`config.mk`:
```
export PLATFORM = sky130hd
export DESIGN_NAME = inst_queue
export DESIGN_NICKNAME = d
export VERILOG_FILES = /design/src/rtl/inst_queue_pkg.sv /design/src/rtl/inst_queue.sv
export SDC_FILE = /design/constraint.sdc
export NUM_CORES = 1
export LEC_CHECK = 0
export CORE_ASPECT_RATIO = 1.25
export CORE_UTILIZATION = 50
export DETAILED_ROUTE_END_ITERATION = 12
export PLACE_DENSITY = 0.8
export SETUP_SLACK_MARGIN = 0.1
export SLEW_MARGIN = 10
export SYNTH_ARGS = -nofsm -noshare
export SYNTH_HDL_FRONTEND = slang
export SYNTH_SLANG_ARGS = --single-unit
```
`constraint.sdc`:
```
create_clock -name clk -period 8.75 [get_ports clk]
set_input_delay 1.75 -clock clk [delete_from_list [all_inputs] [get_ports clk]]
set_output_delay 1.75 -clock clk [all_outputs]
set_load 0.02 [all_outputs]
```
`src/rtl/inst_queue_pkg.sv`:
```
// Shared definitions for the fetch-to-decode instruction path: fetch package field positions,
// queue entry layout and the sequential PC step between the two instructions of a package.
package inst_queue_pkg;

  // Fetch package field positions (128-bit package)
  localparam int unsigned PKG_PC_HI = 127;
  localparam int unsigned PKG_PC_LO = 96;
  localparam int unsigned PKG_I1_HI = 95;
  localparam int unsigned PKG_I1_LO = 64;
  localparam int unsigned PKG_I2_HI = 63;
  localparam int unsigned PKG_I2_LO = 32;
  localparam int unsigned PKG_V1    = 31;
  localparam int unsigned PKG_V2    = 30;
  localparam int unsigned PKG_BR1   = 29;
  localparam int unsigned PKG_PT1   = 28;
  localparam int unsigned PKG_BR2   = 27;
  localparam int unsigned PKG_PT2   = 26;

  localparam int unsigned PKG_W   = 128;
  localparam int unsigned ENTRY_W = 66;

  // Byte distance from inst1 to inst2 within one package
  localparam logic [31:0] PC_INC = 32'd4;

  typedef struct packed {
    logic [31:0] pc;
    logic [31:0] inst;
    logic        br;
    logic        pt;
  } entry_t;

  function automatic entry_t make_entry(input logic [31:0] pc, input logic [31:0] inst,
                                        input logic br, input logic pt);
    entry_t e;
    e.pc   = pc;
    e.inst = inst;
    e.br   = br;
    e.pt   = pt;
    return e;
  endfunction

endpackage

```
`src/rtl/inst_queue.sv`:
```
// Decoupling instruction queue between fetch and dual-issue decode. Splits each accepted fetch
// package into up to two entries, buffers them in a circular register array and presents the
// two oldest entries to decode. Flushed on a resolved branch redirect.
module inst_queue
  import inst_queue_pkg::*;
#(
  parameter int unsigned DEPTH = 8,
  parameter int unsigned AW    = $clog2(DEPTH)
) (
  input  logic              clk,
  input  logic              rst,
  input  logic              branch_flag_i,
  input  logic              package_valid_i,
  input  logic [PKG_W-1:0]  inst_package_i,
  output logic              stall_o,
  input  logic              id_stall_i,
  output logic              out0_valid_o,
  output logic              out1_valid_o,
  output logic [31:0]       out0_pc_o,
  output logic [31:0]       out1_pc_o,
  output logic [31:0]       out0_inst_o,
  output logic [31:0]       out1_inst_o,
  output logic              out0_br_o,
  output logic              out1_br_o,
  output logic              out0_pt_o,
  output logic              out1_pt_o
);

  // Register array rather than SRAM: decode needs two read ports every cycle.
  entry_t        mem_q [DEPTH];
  logic [AW-1:0] rd_ptr_q, rd_ptr_d;
  logic [AW-1:0] wr_ptr_q, wr_ptr_d;
  logic [AW:0]   count_q, count_d;

  logic [AW-1:0] rd_ptr1, wr_ptr1;
  logic          v1, v2;
  entry_t        e1, e2;
  logic          accept;
  logic          wr_en0, wr_en1;
  entry_t        wr_data0, wr_data1;
  logic [1:0]    push, pop;
  entry_t        slot0, slot1;

  logic unused_pkg_bits;
  assign unused_pkg_bits = ^inst_package_i[PKG_PT2-1:0];

  assign rd_ptr1 = rd_ptr_q + AW'(1);
  assign wr_ptr1 = wr_ptr_q + AW'(1);

  assign v1 = inst_package_i[PKG_V1];
  assign v2 = inst_package_i[PKG_V2];
  assign e1 = make_entry(inst_package_i[PKG_PC_HI:PKG_PC_LO],
                         inst_package_i[PKG_I1_HI:PKG_I1_LO],
                         inst_package_i[PKG_BR1], inst_package_i[PKG_PT1]);
  assign e2 = make_entry(inst_package_i[PKG_PC_HI:PKG_PC_LO] + PC_INC,
                         inst_package_i[PKG_I2_HI:PKG_I2_LO],
                         inst_package_i[PKG_BR2], inst_package_i[PKG_PT2]);

  // Stall from registered count only: leaves room for a 2-entry push whatever decode pops.
  assign stall_o = (count_q > (AW+1)'(DEPTH - 2));
  assign accept  = package_valid_i && !stall_o && !branch_flag_i;

  // Pack the valid instructions of an accepted package into consecutive write slots
  always_comb begin
    wr_en0   = 1'b0;
    wr_en1   = 1'b0;
    wr_data0 = e1;
    wr_data1 = e2;
    if (accept) begin
      if (v1 && v2) begin
        wr_en0 = 1'b1;
        wr_en1 = 1'b1;
      end else if (v1) begin
        wr_en0 = 1'b1;
      end else if (v2) begin
        wr_en0   = 1'b1;
        wr_data0 = e2;
      end
    end
  end

  assign push = {1'b0, wr_en0} + {1'b0, wr_en1};

  // Issue slots are combinational reads of registered state
  assign slot0        = mem_q[rd_ptr_q];
  assign slot1        = mem_q[rd_ptr1];
  assign out0_valid_o = (count_q >= (AW+1)'(1));
  assign out1_valid_o = (count_q >= (AW+1)'(2));
  assign out0_pc_o    = slot0.pc;
  assign out0_inst_o  = slot0.inst;
  assign out0_br_o    = slot0.br;
  assign out0_pt_o    = slot0.pt;
  assign out1_pc_o    = slot1.pc;
  assign out1_inst_o  = slot1.inst;
  assign out1_br_o    = slot1.br;
  assign out1_pt_o    = slot1.pt;

  // Next pointers and occupancy; flush wins over push and pop
  always_comb begin
    pop      = 2'd0;
    rd_ptr_d = rd_ptr_q;
    wr_ptr_d = wr_ptr_q;
    count_d  = count_q;
    if (!id_stall_i) begin
      pop = {1'b0, out0_valid_o} + {1'b0, out1_valid_o};
    end
    if (branch_flag_i) begin
      rd_ptr_d = '0;
      wr_ptr_d = '0;
      count_d  = '0;
    end else begin
      rd_ptr_d = rd_ptr_q + AW'(pop);
      wr_ptr_d = wr_ptr_q + AW'(push);
      count_d  = count_q + (AW+1)'(push) - (AW+1)'(pop);
    end
  end

  // Pointer and count registers, synchronous reset
  always_ff @(posedge clk) begin
    if (rst) begin
      rd_ptr_q <= '0;
      wr_ptr_q <= '0;
      count_q  <= '0;
    end else begin
      rd_ptr_q <= rd_ptr_d;
      wr_ptr_q <= wr_ptr_d;
      count_q  <= count_d;
    end
  end

  // Entry storage, not reset
  always_ff @(posedge clk) begin
    if (wr_en0) mem_q[wr_ptr_q] <= wr_data0;
    if (wr_en1) mem_q[wr_ptr1]  <= wr_data1;
  end

endmodule

```
==> flow_metrics.tcl, run 1 <==
set metrics [dict create \
    antenna_found_initial 14 \
    period_share 0.736 \
    slew_headroom 0.178 \
    p_per_area_mw_per_mm2 227 \
    numCtsBuffers 53 \
    multi_input_area_sq_mm 0.0151 \
    drive_gt1_frac 0.203 \
    drv_cap 0 \
    rsz0062_at_grt "false" \
    grt_pass1_wl_mm 143 \
    cts_tree "done" \
    dieArea_sq_mm 0.0656 \
    overflow 0 \
    cp_max_fo 59 \
    rows 103 \
    hp-class "reg -> reg" \
    die_x_um 229 \
    routed_wirelength_mm 97.1 \
    grt_pass1_vias 23700 \
    postCtsSetupBuffers 0 \
    drc 0 \
    slew_viol_final 0 \
    syn_area_per_cell_sq_um 12.0 \
    initial_core_util 0.508 \
    fp.dieH_um 286 \
    arrival_ns 4.69 \
    boundaryPins 268 \
    worstPathCellList "buf_4 > buf_4 > mux4_2 > mux2_2 > clkdlybuf4s50_1" \
    synth_enable_flop_cells 528 \
    synthFlopType "edfxtp_1" \
    crit_top_cell "buf_4" \
    mostFrequentLayoutCells "997 x nand2_1, 528 x edfxtp_1, 264 x mux4_2" \
    critPathLaunchType "register" \
    status "completed" \
    cp_slowest_stage_delay_ns 0.91 \
    cts_sinks 538 \
    crit_type "reg -> out" \
    finalCriticalPeriod_ns 6.44 \
    gp_congestion 0.821 \
    tns_ns 0 \
    fillers 4823 \
    syn_inst 2682 \
    synth.distinct_cells 57 \
    critical_path_required_ns 7.00 \
    dr.pass1.iters 8 \
    synth_fp_nets 2833 \
    synth_area_sq_mm 0.0323 \
    end_kind "output pin" \
    vdd_drop_max_mv 0.167 \
    clkTransAtPathRegs_ns 0.06 \
    hold_buffers 0 \
    holdWs_ns 0.679 \
    slowest_stage "buf_4" \
    area_growth_pct 13.2 \
    grt_usage 0.292 \
    drt_iter0_drc 2841 \
    cts_max_level 2 \
    seqCellArea_sq_mm 0.0161 \
    viasPerCell 6.27 \
    nets 2903 \
    clockBufferDepth 3 \
    yosys_register_bits 538 \
    final_common_cell "nand2_1" \
    core_area_sq_mm 0.0635 \
    post-dp-hpwl_mm 57.4 \
    setup-violations-final 0 \
    grt_max_degree 62 \
    final_hold_viol_count 0 \
    clock_latency_ns 0.62 \
    timing.fmax_mhz 155 \
    synth_warnings 0 \
    yosysSeqAreaShare 0.497 \
    ant_nets 0 \
    async_reset_ff_frac 0 \
    worst_slew_pin_slew_ns 1.23 \
    portBuffers 241 \
    skew_ns 0.0256 \
    p_leak_nw 12.4 \
    cts_resized 0 \
    avgRoutedWirePerCell_um 26.7 \
    cts_root_buffer "clkbuf_16" \
    vias 22800 \
]
-- synth_stat cells, drive strengths merged (8+ instances only) --
| library cell | number | share of area |
|---|---|---|
| and2 | 8 | 0.0015 |
| and3 | 10 | 0.0019 |
| buf | 186 | 0.031 |
| clkbuf | 83 | 0.0096 |
| dfxtp | 10 | 0.0062 |
| edfxtp | 528 | 0.49 |
| ha | 14 | 0.0054 |
| inv | 17 | 0.0020 |
| mux2 | 132 | 0.046 |
| mux4 | 264 | 0.18 |
| nand2 | 1006 | 0.12 |
| nand3 | 26 | 0.0057 |
| nand4 | 10 | 0.0042 |
| nor2 | 89 | 0.013 |
| o21ai | 17 | 0.0026 |
| xnor2 | 179 | 0.049 |
| xor2 | 53 | 0.014 |
-- power by group --
group          leakage (nW)  total (mW)  internal, mW  switching (mW)
Combinational          6.77        3.19          1.59            1.60
Sequential             4.85        2.98          2.90          0.0749
Clock                 0.750        2.12          1.14           0.973
-- worst paths after layout --
| check | start | endpoint | slack, ns | depth (start not counted) |
|---|---|---|---|---|
| worst max-delay path | rd_ptr_q[0] | out1_inst_o[24] | 2.31 | 5 |
| worst min-delay path | count_q[0] | count_q[0] | 0.68 | 2 |
| worst max register to register | wr_ptr_q[0] | mem_q[5][41] | 4.28 | 7 |
| worst min register to register | count_q[0] | count_q[0] | 0.68 | 2 |
-- per-stage QoR --
step | cells | total power, mW | setup WS [ns] | instance area, sq um | utilization
2_1_floorplan | 2682 | 5.12 | 0.589 | 32300 | -
3_3_place_gp | 3537 | 6.14 | 2.89 | 35000 | 0.551
3_5_place_dp | 3537 | 6.21 | 2.87 | 35000 | 0.551
4_1_cts | 3630 | 8.29 | 2.25 | 36600 | 0.575
5_1_grt | 3637 | 8.53 | 2.06 | 36600 | 0.576
6_report | 3639 | 8.29 | 2.31 | 36600 | 0.576
-- flip-flops by register name (all words and copies together) (netlist names) --
name      cells
rd_ptr_q      3
count_q       4
wr_ptr_q      3
mem_q       528
-- cell type report --
cell class / instances / area share
multi-input cells: 1858 / 0.412
flip-flops and latches: 538 / 0.439
inverters: 17 / 0.00174
well taps: 840 / 0.0287
clock buffers: 74 / 0.0395
diodes: 9 / 0.000616
clock inverters: 19 / 0.00250
repair buffers: 284 / 0.0751
-- cell families after synthesis --
kind of cell / after synthesis / share of synthesized area
DFF: 538 / 0.497
muxes: 396 / 0.230
adders and majority gates: 18 / 0.00790
AOI/OAI and AO/OA: 38 / 0.00848
xor gates and xnor gates: 232 / 0.0631
and+or+nand+nor: 1174 / 0.151
buffers and inverters: 286 / 0.0426
-- critical path: cells and delay by family, from the launching register on --
kind                   cells  cell delay [ns]
buffers and inverters      3             2.28
multiplexers               2             0.91
flip-flops                 1             0.77
-- layer usage --
metal	routed length, um	vias up	global-route usage
met4	5820	12	0.173
met3	11600	404	0.0644
met5	81	-	0
met2	47800	1676	0.496
met1	31800	11100	0.342
li1	-	9592	-
(Power assumes the default switching activity.)
==> inputs of run 2 (changes only) <==
--- a/config.mk
+++ b/config.mk
@@ -8,7 +8,7 @@
 export CORE_ASPECT_RATIO = 1.25
 export CORE_UTILIZATION = 50
 export DETAILED_ROUTE_END_ITERATION = 12
-export PLACE_DENSITY = 0.8
+export PLACE_DENSITY = 0.83
 export SETUP_SLACK_MARGIN = 0.1
 export SLEW_MARGIN = 10
 export SYNTH_ARGS = -nofsm -noshare
==> constraint.sdc (replaced) <==
create_clock -name clk -period 5.41 [get_ports clk]
set_input_delay 1.082 -clock clk [delete_from_list [all_inputs] [get_ports clk]]
set_output_delay 1.082 -clock clk [all_outputs]
set_load 0.02 [all_outputs]
==> flow_metrics.tcl, run 2 (synthesis gave the netlist of run 1 again) <==
set metrics [dict create \
    vias 23000 \
    antenna_found_initial 17 \
    drc 0 \
    slew_viol_final 0 \
    cts_resized 0 \
    critical_path_required_ns 4.33 \
    timing.fmax_mhz 221 \
    grt_usage 0.289 \
    routed_wirelength_mm 96.1 \
    nets 2902 \
    rr_worst_depth 7 \
    finalCriticalPeriod_ns 4.52 \
    cts_tree "done" \
    reg2reg_to "mem_q[7][24]" \
    postCtsSetupBuffers 0 \
    seqCellArea_sq_mm 0.0161 \
    final_util 0.581 \
    setup-violations-final 0 \
    dieArea_sq_mm 0.0656 \
    hp-class "reg -> reg" \
    p_leak_nw 12.5 \
    clkTransAtPathRegs_ns 0.06 \
    timing.rr.start "wr_ptr_q[0]" \
    gp_congestion 0.819 \
    portBuffers 241 \
    final_hold_viol_count 0 \
    startpoint "rd_ptr_q[0]" \
    grt_pass1_vias 23800 \
    tns_ns 0 \
    cts_root_buffer "clkbuf_16" \
    fp.dieH_um 286 \
    die_x_um 229 \
    cts_sinks 538 \
    r2r_slack_ns 1.29 \
    cp_max_fo 35 \
    p_per_area_mw_per_mm2 366 \
    multi_input_area_sq_mm 0.0151 \
    drive_gt1_frac 0.207 \
    drt_iter0_drc 2935 \
    hp-start "count_q[0]" \
    arrival_ns 3.43 \
    clockBufferDepth 3 \
    min_to "count_q[0]" \
    ant_nets 0 \
    cts_max_level 2 \
    viasPerCell 6.32 \
    critPathLaunchType "register" \
    fillers 4708 \
    skew_ns 0.0151 \
    area_growth_pct 14.2 \
    period_share 0.835 \
    final_common_cell "nand2_1" \
    grt_pass1_wl_mm 142 \
    hold_path_depth 2 \
    numCtsBuffers 52 \
    crit_type "reg -> out" \
    drv_cap 0 \
    boundaryPins 268 \
    largest_register_ff_count 528 \
    overflow 0 \
    initial_core_util 0.508 \
    core_area_sq_mm 0.0635 \
    dr.pass1.iters 6 \
    rsz0062_at_grt "false" \
    end_kind "output pin" \
    hold_buffers 0 \
    mostFrequentLayoutCells "997 x nand2_1, 528 x edfxtp_1, 264 x mux4_2" \
    clock_latency_ns 0.58 \
    rows 103 \
    largest_registers "mem_q (528), count_q (4)" \
    post-dp-hpwl_mm 56.1 \
    grt_max_degree 139 \
    worst_slew_pin_slew_ns 1.15 \
    power_mw 13.5 \
    worst_slack_ns 0.893 \
    avgRoutedWirePerCell_um 26.4 \
    slew_headroom 0.228 \
    pre_cts_slack_ns 1.08 \
    status "completed" \
    vdd_drop_max_mv 0.353 \
    regMostFlops "mem_q" \
]
## run 2: cell count changes in the layout (fill, tap and decap cells not counted), moves of 7 or more
| cell | delta |
|---|---|
| buf_4 | -18 |
| nand2_2 | -7 |
| clkbuf_1 | -7 |
| buf_12 | +18 |
| nand2_4 | +7 |
| clkinv_2 | +9 |
## run 2: layout make-up
class,count,share of cell area
sequential,538,0.435
multi-input combinational,1858,0.410
timing repair buffer,284,0.0806
clock buffer,64,0.0371
tap,840,0.0285
clock inverter,32,0.00634
inverter,17,0.00173
antenna,9,0.000610
## run 2: critical path: stages (launching register included)
cell             delay (ns)
dfxtp_4                0.38
ha_4                   0.66
buf_4                  0.51
mux4_2                 0.37
mux2_2                 0.34
clkdlybuf4s50_1        0.56
## run 2: report_power, final
part / switching [mW] / internal, mW / leakage [nW]
logic: 2.65 / 2.61 / 6.87
registers: 0.0583 / 4.70 / 4.85
clock network: 1.56 / 1.93 / 0.787
## run 2: per-stage QoR
stage	instance area, sq um	std cells	hold WS (ns)
final	36900	3642	0.661
after global routing	36900	3638	0.688
after CTS	36900	3633	0.655
after detailed placement	35300	3537	0.634
after global placement	35300	3537	0.624
after floorplan	32300	2682	0.578
## run 2: metal layers
| metal | vias up | global-route usage | wire [um] |
|---|---|---|---|
| li1 | 9595 | - | - |
| met1 | 11200 | 0.351 | 31600 |
| met2 | 1760 | 0.486 | 47100 |
| met3 | 403 | 0.0592 | 12100 |
| met4 | 16 | 0.155 | 5220 |
| met5 | - | 0 | 100 |
## run 2: worst max-delay path by stage
stage                     endpoint  slack, ns  cells after the start
floorplan              mem_q[6][0]      -2.08                      5
global placement      mem_q[7][60]       1.17                      7
detailed placement    mem_q[4][60]       1.08                      7
CTS                   out1_pc_o[6]       0.89                      5
global route          out1_pc_o[6]       0.82                      5
finish              out1_inst_o[2]       0.89                      5
==> inputs of run 3 (changes only) <==
--- a/config.mk
+++ b/config.mk
@@ -8,7 +8,7 @@
 export CORE_ASPECT_RATIO = 1.25
 export CORE_UTILIZATION = 50
 export DETAILED_ROUTE_END_ITERATION = 12
-export PLACE_DENSITY = 0.83
+export PLACE_DENSITY = 0.8
 export SETUP_SLACK_MARGIN = 0.1
 export SLEW_MARGIN = 10
 export SYNTH_ARGS = -nofsm -noshare
==> constraint.sdc (replaced) <==
create_clock -name clk -period 4.4 [get_ports clk]
set_input_delay 0.88 -clock clk [delete_from_list [all_inputs] [get_ports clk]]
set_output_delay 0.88 -clock clk [all_outputs]
set_load 0.02 [all_outputs]
==> flow_metrics.tcl, run 3 (synthesis gave the netlist of run 1 again) <==
set metrics [dict create \
    status "completed" \
    boundaryPins 268 \
    cts_sinks 538 \
    slew_headroom 0.305 \
    fillers 4800 \
    vdd_drop_max_mv 0.411 \
    clkTransAtPathRegs_ns 0.06 \
    clock_latency_ns 0.64 \
    crit_type "reg -> out" \
    final_util 0.584 \
    grt_max_degree 88 \
    largest_register_ff_count 528 \
    period_share 0.926 \
    fp.dieH_um 286 \
    end_kind "output pin" \
    drc 0 \
    rows 103 \
    final_hold_viol_count 0 \
    viasPerCell 6.34 \
    cp_max_fo 38 \
    hp-class "reg -> reg" \
    gp_congestion 0.845 \
    overflow 0 \
    rsz0062_at_grt "false" \
    dpl.cell_count 3570 \
    core_area_sq_mm 0.0635 \
    postCtsSetupBuffers 0 \
    grt_pass1_vias 24300 \
    dieArea_sq_mm 0.0656 \
    drive_gt1_frac 0.214 \
    vias 23300 \
    cts_max_level 2 \
    nets 2937 \
    drv_cap 0 \
    antenna_found_initial 10 \
    p_per_area_mw_per_mm2 450 \
    clockBufferDepth 3 \
    final_common_cell "nand2_1" \
    avgRoutedWirePerCell_um 26.9 \
    ant_nets 0 \
    regMostFlops "mem_q" \
    critPathLaunchType "register" \
    dr.pass1.iters 6 \
    routed_wirelength_mm 98.5 \
    initial_core_util 0.508 \
    slew_viol_final 0 \
    finalCriticalPeriod_ns 4.08 \
    hold_buffers 0 \
    die_x_um 229 \
    slowest_stage "mux4_2" \
    timing.fmax_mhz 245 \
    finalNonFillerCells 3666 \
    critical_path_required_ns 3.52 \
    skew_ns 0.0308 \
    cp_slowest_stage_delay_ns 0.59 \
    cts_resized 0 \
    area_growth_pct 14.9 \
    grt_usage 0.299 \
    cts_tree "done" \
    drt_iter0_drc 2990 \
    largest_registers "mem_q (528), count_q (4)" \
    mostFrequentLayoutCells "997 x nand2_1, 528 x edfxtp_1, 264 x mux4_2" \
    setup-violations-final 0 \
    numCtsBuffers 54 \
    tns_ns 0 \
    power_mw 16.7 \
    post-dp-hpwl_mm 58.8 \
    worst_slew_pin_slew_ns 1.04 \
    portBuffers 241 \
    cts_root_buffer "clkbuf_16" \
    p_leak_nw 12.6 \
    worstPathCellList "buf_4 > mux4_2 > mux2_2 > clkdlybuf4s50_1" \
    grt_pass1_wl_mm 146 \
    arrival_ns 3.20 \
]
## run 3: worst max-delay path, delay by kind of cell (launching register included)
family                 cells  cell delay [ns]
buffers and inverters      2             1.15
DFF                        1             0.47
muxes                      2             0.91
## run 3: final timing paths
check                    from             to  slack (ns)  depth (start not counted)
setup / recovery  rd_ptr_q[0]  out1_pc_o[28]        0.32                          4
hold / removal     count_q[0]     count_q[0]        0.67                          2
setup reg to reg  wr_ptr_q[0]    mem_q[0][6]        0.80                          7
hold reg to reg    count_q[0]     count_q[0]        0.67                          2
## run 3: power breakdown
part           internal, mW  total [mW]  switching [mW]
clock                  2.31        4.32            2.00
combinational          3.23        6.52            3.30
sequential             5.78        5.86          0.0819
## run 3: layout make-up
class,count,area (sq um),share of cell area
Clock buffer,67,1400,0.0377
Clock inverter,23,183,0.00492
Tap cell,840,1050,0.0283
Inverter,17,63.8,0.00172
Antenna cell,6,15.0,0.000404
Timing Repair Buffer,317,3260,0.0878
Multi-Input combinational cell,1858,15100,0.406
Sequential cell,538,16100,0.433
## run 3: metal layers
metal,GRT usage,vias up,share of wire
li1,-,9657,-
met1,0.347,11400,0.32
met2,0.509,1764,0.50
met3,0.0627,442,0.12
met4,0.186,10,0.061
met5,0,-,0.00068
## run 3: through the flow
stage	instance area (sq um)	hold WS [ns]	setup WS (ns)
after global routing	37100	0.702	0.202
after floorplan	32300	0.578	-0.992
after detailed placement	35500	0.659	0.484
after CTS	37100	0.674	0.277
final	37100	0.674	0.324
after global placement	35500	0.623	0.490
